--- src/rtl/imem_load_ctrl.sv ---
// rtl/imem_load_ctrl.sv - instruction memory clear/load sequencer with core reset control
module imem_load_ctrl #(
  parameter int ADDR_W       = 10,
  parameter int DATA_W       = 32,
  parameter int START_ADDR   = 1,
  parameter int CLEAR_CYCLES = 2,
  parameter int RESET_HOLD   = 3
) (
  input  logic              clock,
  input  logic              reset,
  input  logic              start_load,
  input  logic [ADDR_W-1:0] load_count,
  input  logic              wr_valid,
  input  logic [DATA_W-1:0] wr_data,
  output logic              wr_ready,
  output logic              core_reset,
  output logic              imem_clear,
  output logic              imem_rw,
  output logic [ADDR_W-1:0] imem_addr,
  output logic [DATA_W-1:0] imem_wdata,
  output logic              busy,
  output logic              done
);

  // One timer serves both the CLEAR and SETTLE intervals.
  localparam int TIMER_MAX = (CLEAR_CYCLES > RESET_HOLD) ? CLEAR_CYCLES : RESET_HOLD;
  localparam int TW        = $clog2(TIMER_MAX + 1);

  localparam logic [ADDR_W-1:0] START     = ADDR_W'(START_ADDR);
  localparam logic [TW-1:0]     CLR_LAST  = TW'(CLEAR_CYCLES - 1);
  localparam logic [TW-1:0]     HOLD_LAST = TW'(RESET_HOLD - 1);

  typedef enum logic [2:0] {
    S_IDLE,
    S_CLEAR,
    S_LOAD,
    S_SETTLE,
    S_RUN
  } state_t;

  state_t            state;
  logic [ADDR_W-1:0] load_cnt;
  logic [ADDR_W-1:0] word_cnt;
  logic [TW-1:0]     timer;

  // Sequencer: every output is a register updated alongside the state.
  always_ff @(posedge clock or posedge reset) begin
    if (reset) begin
      state      <= S_IDLE;
      load_cnt   <= '0;
      word_cnt   <= '0;
      timer      <= '0;
      wr_ready   <= 1'b0;
      core_reset <= 1'b1;
      imem_clear <= 1'b0;
      imem_rw    <= 1'b1;
      imem_addr  <= '0;
      imem_wdata <= '0;
      busy       <= 1'b0;
      done       <= 1'b0;
    end else begin
      done <= 1'b0;
      case (state)
        // Core is held (IDLE) or running (RUN); a request takes the write port.
        S_IDLE, S_RUN: begin
          if (start_load) begin
            state      <= S_CLEAR;
            load_cnt   <= load_count;
            word_cnt   <= '0;
            timer      <= '0;
            core_reset <= 1'b1;
            imem_clear <= 1'b1;
            imem_rw    <= 1'b0;
            busy       <= 1'b1;
          end
        end

        S_CLEAR: begin
          if (timer == CLR_LAST) begin
            timer      <= '0;
            imem_clear <= 1'b0;
            if (load_cnt != '0) begin
              state    <= S_LOAD;
              wr_ready <= 1'b1;
            end else begin
              state    <= S_SETTLE;
              imem_rw  <= 1'b1;
            end
          end else begin
            timer <= timer + TW'(1);
          end
        end

        // Write port stays in write mode; address/data hold between beats so
        // a stall simply rewrites the same word.
        S_LOAD: begin
          if (wr_valid && wr_ready) begin
            imem_addr  <= START + word_cnt;
            imem_wdata <= wr_data;
            word_cnt   <= word_cnt + ADDR_W'(1);
            wr_ready   <= ((word_cnt + ADDR_W'(1)) != load_cnt);
          end else if (word_cnt == load_cnt) begin
            // The final write has been on the port for one cycle.
            state   <= S_SETTLE;
            imem_rw <= 1'b1;
            timer   <= '0;
          end
        end

        S_SETTLE: begin
          if (timer == HOLD_LAST) begin
            state      <= S_RUN;
            core_reset <= 1'b0;
            busy       <= 1'b0;
            done       <= 1'b1;
          end else begin
            timer <= timer + TW'(1);
          end
        end

        default: state <= S_IDLE;
      endcase
    end
  end

endmodule

--- config.mk ---
export PLATFORM = sky130hd
export DESIGN_NAME = imem_load_ctrl
export DESIGN_NICKNAME = d
export VERILOG_FILES = /design/src/rtl/imem_load_ctrl.sv
export SDC_FILE = /design/constraint.sdc
export NUM_CORES = 1
export LEC_CHECK = 0
export BUFFER_PORTS_ARGS = -buffer_cell sky130_fd_sc_hd__buf_2
export CAP_MARGIN = 40
export CORE_MARGIN = 1.5
export CORE_UTILIZATION = 52
export DETAILED_ROUTE_END_ITERATION = 10
export GPL_TIMING_DRIVEN = 0
export PLACE_DENSITY = 0.77
export SETUP_SLACK_MARGIN = 0.3
export SYNTH_ARGS = -nofsm -noshare
export SYNTH_HDL_FRONTEND = slang
export SYNTH_SLANG_ARGS = --single-unit
--- constraint.sdc ---
create_clock -name clock -period 2.6 [get_ports clock]
set_input_delay 0.13 -clock clock [delete_from_list [all_inputs] [get_ports clock]]
set_output_delay 0.13 -clock clock [all_outputs]
set_load 0.02 [all_outputs]
==> run_results.csv, run 1 <==
group,metric,value,unit
logic_synthesis,yosysWarningCount,0,
status,status,"finished, final reports clean",
critical_path,r2r-end,"imem_wdata[29]",
critical_path,worstSetupPathDepth,7,
critical_path,endpoint,"imem_wdata[29]",
final_layout,nets,589,
logic_synthesis,async_flop_share,1.00,
logic_synthesis,synth_cells,391,
pwr,clkPwrFrac,0.214,
critical_path,r2r_start,"state[2]",
clocking,clkSinkCount,73,
drt,avgViaCountPerCell,5.18,
sta,fin_worst_skew,0.0110,ns
clocking,ctsHtreeMaxLevel,3,
sta,slew_headroom,0.666,
pwr,power,5.02,mW
critical_path,reg2reg_slack,0.49,ns
final_layout,mostFrequentLayoutCells,"nand2_1, buf_2, dfrtp_1",
pwr,power.density,1060,nW/um^2
logic_synthesis,synthTopCellsByArea,"dfrtp_1, nand2_1, xnor2_1",
critical_path,end_kind,"register",
critical_path,critPathSlowestCell,"or3b_1",
critical_path,crit_required,2.89,ns
critical_path,cp_cell_sequence,"buf_6 -> or3b_1 -> nor2_1 -> buf_2 -> buf_2 -> nand2_1 -> nand2_1",
logic_synthesis,synth_top_cell_by_area,"dfrtp_1",
pwr,sw_frac_of_total,0.403,
drt,drcViolationCount,0,
placement,post-place-ws,0.383,ns
global_routing,grt_pass1_vias,3140,
global_routing,globalRouteOverflowTotal,0,
final_layout,drive_gt1_frac,0.246,
clocking,cts_made_buffers,9,
sta,finalCritPeriodShare,0.811,
sta,max_freq,0.474,GHz
critical_path,critPathKind,"reg2reg",
floorplanning,rows,29,
logic_synthesis,synth_area,3470,sq um
pwr,leakage,2.41,nW
critical_path,crit_fanout,10,
clocking,cts_max_path_buffers,2,
logic_synthesis,synth_top_cell_area_share,0.511,
clocking,cts_setup_buffers,0,
logic_synthesis,yosys_most_used_dff,"dfrtp_1",
pwr,vdd_drop_max,0.793,mV
pwr,internal_power,3.00,mW
critical_path,critical-path-max-stage-delay,0.41,ns
clocking,clk_latency,0.35,ns
clocking,cts_root_buf,"clkbuf_8",
drt,vias,3218,
logic_synthesis,synth-seq-cells,73,
logic_synthesis,ys_types,49,
sta,fin_ws,0.492,ns
final_layout,final_common_cell,"nand2_1",
sta,timing.final.crit_period,2.11,ns
sta,setup_viol,0,
logic_synthesis,synth-edff-count,0,
global_routing,grt_first_pass_wirelength,14800,microns
placement,dp_hpwl,5670,microns
sta,finalSetupTns,0,ns
floorplanning,core-area,6390,sq um
floorplanning,ioPinCount,94,
critical_path,critPathBufInv,3,
pwr,p_sw,2.02,mW
global_routing,grt.total_usage,0.262,
pwr,power.share.sequential,0.371,
sta,hold_viol,0,
critical_path,cp-start-kind,"register",
final_layout,fin_util,0.744,
pwr,p_comb_frac,0.415,
floorplanning,dieWidth,84.7,microns
drt,firstDrtPassIters,4,
sta,report.final.slew_viol_count,0,
drt,drt-initial-drc-count,144,
sta,worstMarginPinSlew,0.499,ns
final_layout,num_antenna_cells,0,
critical_path,crit_start,"state[2]",
critical_path,worstPathArrival,2.40,ns
flow_run,drv_cap,0,
critical_path,critPathTopFamily,"simple AND/OR/NAND/NOR gates",
global_routing,grt_antenna_before_repair,0,
logic_synthesis,ys_seq_area_frac,0.526,
logic_synthesis,synth_nets,441,
critical_path,worst-r2r-cell-count,7,
clocking,cts_tree,"done",
placement,gp_congestion,0.935,
final_layout,syn_to_final_growth,36.8,%
floorplanning,die_area,7180,sq um
sta,rsz0062_at_grt,"no",
clocking,cts.clk_slew.worst_paths,0.08,ns
floorplanning,die_h,84.7,microns
drt,drt_wl_total,8780,microns
logic_synthesis,syn_area_per_cell,8.89,sq um
placement,io_buffers,93,
hold_path,hp-class,"in2reg",
drt,wl_per_cell,14.1,microns
floorplanning,floorplan.initialDensity,0.544,
drt,drtAntennaViolNets,0,
global_routing,grt_max_degree,51,
==> power by group through the flow <==
stage                     logic [mW]  clock network (mW)  registers, mW
after floorplan                 1.07                   0           2.18
after global placement          1.96                   0           1.86
after detailed placement        2.01                   0           1.87
after CTS                       2.06                1.09           1.85
after global routing            2.32                1.14           1.92
final                           2.09                1.07           1.87
==> cell families after synthesis <==
family / Yosys count / share of synthesized area
AND/OR/NAND/NOR: 207 / 0.252
flip-flops: 73 / 0.526
AO/OA/AOI/OAI: 55 / 0.104
buffers and inverters: 30 / 0.0436
XOR/XNOR: 20 / 0.0526
adder cells (fa/ha/maj): 4 / 0.0144
multiplexers: 2 / 0.00720
==> per-layer routing <==
metal | vias to the layer above | GRT usage | part of all wire
met3 | 18 | 0.0511 | 0.053
met5 | - | 0 | 0
met2 | 106 | 0.415 | 0.50
met4 | 0 | 0.138 | 0.020
li1 | 1581 | - | -
met1 | 1513 | 0.344 | 0.43
==> worst min path at each step <==
stage / from / endpoint / slack (ns) / cells past startpoint
final: start_load / state[0] / 0.16 / 3
after global routing: start_load / state[0] / 0.16 / 3
after CTS: start_load / state[0] / 0.14 / 3
after detailed placement: reset / imem_wdata[26] / 0.12 / 2
after global placement: wr_data[24] / imem_wdata[24] / 0.32 / 3
after floorplan: wr_data[0] / imem_wdata[0] / 0.24 / 2
==> through the flow <==
| stage | hold slack (ns) | instance area (sq um) | std cells |
|---|---|---|---|
| after floorplan | 0.235 | 3470 | 391 |
| after global placement | 0.319 | 4040 | 561 |
| after detailed placement | 0.124 | 4070 | 562 |
| after CTS | 0.142 | 4740 | 621 |
| after global routing | 0.164 | 4750 | 621 |
| final | 0.159 | 4750 | 621 |
==> worst reg2reg max path, cell delays in order, from the launching register on <==
cell and delay [ns]:
dfrtp_1 0.37, buf_6 0.13, or3b_1 0.41, nor2_1 0.41, buf_2 0.32, buf_2 0.25, nand2_1 0.09, nand2_1 0.07
==> registers in the layout, summed over array words and instances, names as in the netlist <==
name / cells
core_reset: 1
wr_ready: 1
busy: 1
word_cnt: 10
imem_clear: 1
done: 1
state: 3
imem_wdata: 32
imem_rw: 1
load_cnt: 10
timer: 2
imem_addr: 10
==> cell usage after synthesis, types with 3 or more instances <==
cell and count:
or3_1 3, buf_6 4, dfrtp_1 71, nand3_1 9, ha_1 4, xor2_1 5, nand2_1 156, o21ai_0 19
clkbuf_1 11, a31oi_1 5, inv_1 10, nor2_1 14, xnor2_1 14, o31ai_1 4, nor4_1 3, o21ai_1 3
nor3_1 3, nand2b_1 4, nor2b_1 3, buf_2 4, a21oi_1 6, a211oi_1 3
==> final cells by class <==
| type | count | area, sq um |
|---|---|---|
| clock buffers | 10 | 128 |
| well taps | 77 | 96.3 |
| repair buffers | 137 | 923 |
| flip-flops and latches | 73 | 1830 |
| inverters | 10 | 40.0 |
| clock inverters | 6 | 115 |
| plain buffers | 20 | 114 |
| fillers | 455 | 1630 |
| multi-input cells | 288 | 1510 |
==> repair_timing <==
action | 4_1_cts | 5_1_grt
hold buffers | 43 | 0
resized for setup | 0 | 3
setup endpoints to repair | 0 | 1
endpoints found under the hold margin | 65 | 0
Power figures use the tool's default switching activity.
==> run 2, diff against run 1 <==
==> constraint.sdc (replaced) <==
create_clock -name clock -period 1.98 [get_ports clock]
set_input_delay 0.099 -clock clock [delete_from_list [all_inputs] [get_ports clock]]
set_output_delay 0.099 -clock clock [all_outputs]
set_load 0.02 [all_outputs]
==> run 2 against run 1 <==
  * Hold slack lost 0.0088 ns
  * Critical path depth is 1 lower
  * Non-clock buffer count up 11
  * Sequential cell count did not move
  * Count of clock-buffer cells in the layout unchanged
  * Sequential share of layout area decreased by 1.8 points
  * Highest routed layer unchanged
==> run_results.csv, run 2 (synthesized netlist as in run 1, its figures left out) <==
group,metric,value,unit
status,status,"finished, final reports clean",
global_routing,globalRouteOverflowTotal,0,
global_routing,met3_usage,0.0501,
critical_path,r2r-end,"timer[0]",
final_layout,nets,600,
clocking,cts_made_buffers,9,
clocking,cts_max_path_buffers,2,
sta,setup_viol,0,
critical_path,worstPathArrival,2.17,ns
final_layout,largest_reg_flops,32,
sta,report.final.slew_viol_count,0,
critical_path,worst-r2r-cell-count,6,
hold_path,hold_depth,3,
drt,firstDrtPassIters,4,
final_layout,num_antenna_cells,0,
critical_path,critical-path-max-stage-delay,0.50,ns
critical_path,crit_fanout,8,
placement,io_buffers,93,
floorplanning,ioPinCount,94,
critical_path,cp_cell_sequence,"buf_4 -> xor2_2 -> or4b_4 -> o31ai_4 -> nand2_2 -> mux2_4",
drt,drtAntennaViolNets,0,
floorplanning,die_h,84.7,microns
critical_path,critPathBufInv,1,
sta,slew_headroom,0.677,
placement,gp_congestion,0.881,
global_routing,grt_busiest_layer,"met2",
critical_path,crit_required,2.22,ns
global_routing,grt.total_usage,0.286,
global_routing,gr-usage-met2,0.478,
clocking,ctsHtreeMaxLevel,3,
clocking,clk_latency,0.36,ns
floorplanning,dieWidth,84.7,microns
sta,hold_ws,0.150,ns
drt,drcViolationCount,0,
drt,drt-initial-drc-count,258,
sta,max_freq,0.519,GHz
placement,postPlaceCellArea,4090,sq um
critical_path,r2r_start,"word_cnt[4]",
floorplanning,die_area,7180,sq um
final_layout,largest-register,"imem_wdata",
final_layout,nFillCells,392,
global_routing,grt_pass1_vias,3428,
global_routing,grt_antenna_before_repair,0,
critical_path,cp-start-kind,"register",
clocking,cts.clk_slew.worst_paths,0.08,ns
drt,wl_per_cell,15.5,microns
global_routing,grt_max_degree,33,
clocking,cts_tree,"done",
final_layout,postLayoutCellArea,5000,sq um
hold_path,hp-class,"in2reg",
pwr,power.density,1420,nW/um^2
critical_path,critPathSlowestCell,"or4b_4",
final_layout,syn_to_final_growth,43.9,%
drt,avgViaCountPerCell,5.35,
final_layout,final_common_cell,"nand2_1",
floorplanning,core-area,6390,sq um
critical_path,critPathTopFamily,"simple AND/OR/NAND/NOR gates",
hold_path,hold_end,"state[0]",
clocking,clkSinkCount,73,
sta,rsz0062_at_grt,"yes",
critical_path,critPathKind,"reg2reg",
placement,dp_hpwl,5940,microns
critical_path,end_kind,"register",
drt,vias,3384,
floorplanning,floorplan.initialDensity,0.544,
pwr,leakage,2.50,nW
final_layout,mostFrequentLayoutCells,"nand2_1, buf_2, dfrtp_1",
sta,finalCritPeriodShare,0.974,
global_routing,grt.met1_usage,0.349,
sta,finalSetupTns,0,ns
drt,drt_wl_total,9790,microns
sta,fin_worst_skew,0.00995,ns
global_routing,grt_first_pass_wirelength,15900,microns
clocking,cts_root_buf,"clkbuf_8",
hold_path,min-delay-start,"start_load",
floorplanning,rows,29,
final_layout,drive_gt1_frac,0.305,
flow_run,drv_cap,0,
sta,hold_viol,0,
critical_path,reg2reg_slack,0.05,ns
sta,timing.final.crit_period,1.93,ns
pwr,vdd_drop_max,1.00,mV
sta,worstMarginPinSlew,0.484,ns
==> run 2: cell types whose count changed in the layout (fill, tap and decap cells not counted), sizes merged <==
cell    before  now
buf        103  115
bufinv       3    4
clkbuf      21   20
clkinv       1    0
==> run 2: worst max-delay path by stage <==
stage,startpoint,to,slack [ns],cells past startpoint
floorplan,word_cnt[6],timer[0],0.11,6
global placement,state[2],imem_addr[1],-0.05,7
detailed placement,state[2],imem_wdata[29],-0.18,7
CTS,word_cnt[6],timer[0],0.02,6
global route,word_cnt[6],timer[0],0.002,6
finish,word_cnt[4],timer[0],0.05,6
==> run 2: final cells by class <==
class	count	area, sq um	share of cell area
well taps	77	96.3	0.0193
clock inverters	6	138	0.0275
flip-flops and latches	73	1840	0.367
clock buffers	10	128	0.0255
multi-input cells	288	1610	0.322
inverters	10	41.3	0.00826
plain buffers	20	138	0.0275
repair buffers	148	1010	0.203
==> run 2: power by group <==
part / switching [mW] / internal (mW) / leakage, nW
clock: 0.585 / 0.974 / 0.131
combinational: 1.85 / 1.24 / 1.45
sequential: 0.431 / 2.05 / 0.920
==> run 2: what timing repair did <==
item	4_1_cts	5_1_grt
gates resized for setup	20	23
endpoints found under the hold margin	60	0
hold buffers	43	0
pin swaps	5	2
cloned	0	0
buffers inserted	8	2
setup endpoints to repair	57	54
==> run 2: per-stage QoR <==
stage / power [mW] / worst slack, ns / utilization / std cells
floorplan: 4.29 / 0.111 / - / 391
global placement: 5.03 / -0.0494 / 0.635 / 561
detailed placement: 5.14 / -0.179 / 0.641 / 563
CTS: 6.94 / 0.0158 / 0.770 / 630
global route: 7.53 / 0.00179 / 0.783 / 632
finish: 7.12 / 0.0520 / 0.783 / 632
==> run 2: worst register-to-register path, stage by stage (launching register included) <==
cell     delay, ns
dfrtp_1       0.36
buf_4         0.16
xor2_2        0.16
or4b_4        0.50
o31ai_4       0.23
nand2_2       0.11
mux2_4        0.30
==> run 2: routing by layer <==
metal  routed length, microns  share of wire  up-vias
li1                         -              -     1597
met3                      522          0.053       31
met5                        0              0        -
met4                      310          0.032        0
met1                     3990           0.41     1645
met2                     4970           0.51      111
==> run 3, diff against run 2 <==
--- a/config.mk
+++ b/config.mk
@@ -7,11 +7,12 @@
 export LEC_CHECK = 0
 export BUFFER_PORTS_ARGS = -buffer_cell sky130_fd_sc_hd__buf_2
 export CAP_MARGIN = 40
+export CELL_PAD_IN_SITES_DETAIL_PLACEMENT = 1
+export CELL_PAD_IN_SITES_GLOBAL_PLACEMENT = 1
 export CORE_MARGIN = 1.5
-export CORE_UTILIZATION = 52
+export CORE_UTILIZATION = 39
 export DETAILED_ROUTE_END_ITERATION = 10
-export GPL_TIMING_DRIVEN = 0
-export PLACE_DENSITY = 0.77
+export PLACE_DENSITY = 0.78
 export SETUP_SLACK_MARGIN = 0.3
 export SYNTH_ARGS = -nofsm -noshare
 export SYNTH_HDL_FRONTEND = slang
==> run 3 against run 2 <==
  * The run now ends with negative setup slack left
  * Die area rose by 32%
  * Non-clock buffer count up 13
  * Fmax decreased by 7.3%
  * Global-route usage down 2.2 points
  * Final area is 12% higher
  * Hold slack worse by 0.0056 ns
  * Setup slack worse by 0.15 ns
  * Critical path type unchanged
==> run_results.csv, run 3 (synthesized netlist as in run 1, its figures left out) <==
group,metric,value,unit
status,status,"finished with violations",
status,violations,"negative setup slack",
drt,wl_per_cell,25.2,microns
floorplanning,dieWidth,97.4,microns
hold_path,hp-class,"in2reg",
sta,slew_headroom,0.553,
final_layout,final_common_cell,"nand2_1",
floorplanning,floorplan.initialDensity,0.400,
global_routing,grt_antenna_before_repair,0,
floorplanning,core-area,8680,sq um
critical_path,crit_required,2.24,ns
sta,max_freq,0.481,GHz
clocking,cts_tree,"done",
placement,dp.cells,588,
final_layout,mostFrequentLayoutCells,"nand2_1, buf_2, dfrtp_1",
final_layout,num_antenna_cells,0,
final_layout,final_cell_count_no_fill,677,
floorplanning,die_area,9480,sq um
final_layout,syn_to_final_growth,60.5,%
sta,hold_viol,0,
critical_path,crit_start,"load_cnt[5]",
pwr,internal_power,4.56,mW
pwr,power.share.sequential,0.318,
pwr,sw_frac_of_total,0.452,
critical_path,worstPathArrival,2.34,ns
drt,drt-initial-drc-count,260,
pwr,p_sw,3.75,mW
critical_path,critical-path-max-stage-delay,0.53,ns
sta,fin_ws,-0.0992,ns
clocking,cts_root_buf,"clkbuf_8",
clocking,ctsHtreeMaxLevel,3,
global_routing,grt.total_usage,0.264,
final_layout,seq_area,1840,sq um
floorplanning,rows,34,
critical_path,worst-r2r-cell-count,5,
critical_path,crit_fanout,6,
clocking,cts.clk_slew.worst_paths,0.09,ns
critical_path,r2r_start,"load_cnt[5]",
pwr,vdd_drop_max,1.06,mV
sta,timing.final.crit_period,2.08,ns
placement,postPlaceCellArea,4140,sq um
critical_path,cp_cell_sequence,"nor4_2 -> nand3_1 -> a31oi_2 -> nor4_2 -> a41oi_1",
sta,finalCritPeriodShare,1.05,
sta,rsz0062_at_grt,"yes",
sta,worstMarginPinSlew,0.669,ns
critical_path,critPathKind,"reg2reg",
drt,firstDrtPassIters,5,
final_layout,nets,614,
global_routing,grt_first_pass_wirelength,19700,microns
sta,report.final.slew_viol_count,0,
drt,drtAntennaViolNets,0,
floorplanning,ioPinCount,94,
critical_path,crit_top_cell,"nor4_2",
placement,post-place-ws,0.0565,ns
floorplanning,die_h,97.4,microns
critical_path,r2r-end,"wr_ready",
hold_path,hold_depth,3,
hold_path,hold_end,"word_cnt[9]",
global_routing,globalRouteOverflowTotal,0,
final_layout,largest_reg_flops,32,
hold_path,min-delay-start,"wr_valid",
global_routing,grt_max_degree,74,
clocking,cts_made_buffers,9,
pwr,clkPwrFrac,0.182,
sta,fin_worst_skew,0.0236,ns
clocking,clkSinkCount,73,
drt,avgViaCountPerCell,5.79,
drt,vias,3918,
final_layout,fin_util,0.643,
final_layout,drive_gt1_frac,0.418,
drt,drcViolationCount,0,
final_layout,postLayoutCellArea,5580,sq um
critical_path,cp-start-kind,"register",
placement,gp_congestion,0.903,
placement,io_buffers,93,
pwr,leakage,2.69,nW
clocking,clk_latency,0.38,ns
flow_run,drv_cap,0,
sta,finalSetupTns,-0.152,ns
placement,dp_hpwl,6720,microns
drt,drt_wl_total,17000,microns
final_layout,largest-register,"imem_wdata",
critical_path,end_kind,"register",
pwr,power.density,1490,nW/um^2
critical_path,critPathSlowestCell,"dfrtp_1",
final_layout,nFillCells,962,
global_routing,grt_pass1_vias,3799,
sta,setup_viol,3,
pwr,p_comb_frac,0.500,
clocking,cts_max_path_buffers,2,
critical_path,reg2reg_slack,-0.1,ns
final_layout,multi_input_comb_area,1880,sq um
[run 3: changes by cell type in the layout (fill, tap and decap cells not counted), moves of 4 or more]
cell	delta
clkbuf_16	+5
clkbuf_2	-5
o21ai_0	-14
nand2_1	-33
buf_4	+12
o21ai_1	+8
o21ai_2	+5
nand2_2	+18
nand2_4	+15
nand3_2	+4
nor2_1	-4
buf_6	+5
[run 3: worst max-delay path by stage]
stage	end	slack [ns]	cells past startpoint
floorplan	timer[0]	0.11	6
global placement	timer[0]	0.09	5
detailed placement	timer[0]	0.06	5
CTS	timer[0]	0.11	5
global route	timer[0]	-0.16	7
finish	wr_ready	-0.1	5
[run 3: routing by layer]
metal  vias to the layer above  track usage  share of wire
met5                         -            0              0
met4                         0        0.124          0.064
met2                       217        0.449           0.50
li1                       1635            -              -
met3                        92       0.0568          0.060
met1                      1974        0.319           0.38
[run 3: what timing repair did]
item                                   in CTS  in global routing
cloned                                      1                  9
setup endpoints to repair                  16                 30
endpoints found under the hold margin     113                  0
pin swaps                                   6                 30
hold buffers                               43                  0
setup buffers                               8                 12
gates resized for setup                    13                108
[run 3: through the flow]
step | total power [mW] | hold slack (ns)
after floorplan | 4.29 | 0.204
after global routing | 8.61 | 0.145
final | 8.31 | 0.144
after CTS | 7.05 | 0.131
after global placement | 5.16 | 0.249
after detailed placement | 5.28 | 0.252
[run 3: layout make-up]
cell class                 instances  area share
clock buffer                      10      0.0229
clock inverter                     6      0.0209
inverter                          10     0.00740
multi-input combinational        289       0.336
sequential                        73       0.329
tap                              108      0.0242
timing repair buffer             181       0.259
[run 3: power by group through the flow]
| stage | clock network, mW | logic (mW) | registers, mW |
|---|---|---|---|
| 5_1_grt | 1.58 | 4.37 | 2.67 |
| 2_1_floorplan | 0 | 1.42 | 2.87 |
| 3_3_place_gp | 0 | 2.73 | 2.43 |
| 3_5_place_dp | 0 | 2.83 | 2.45 |
| 4_1_cts | 1.47 | 3.15 | 2.43 |
| 6_report | 1.52 | 4.15 | 2.64 |
[run 3: critical path, delay by kind of cell, from the launching register on]
kind,cells,cell delay (ns)
AO/OA/AOI/OAI,2,0.60
AND/OR/NAND/NOR,3,0.85
flip-flops,1,0.53
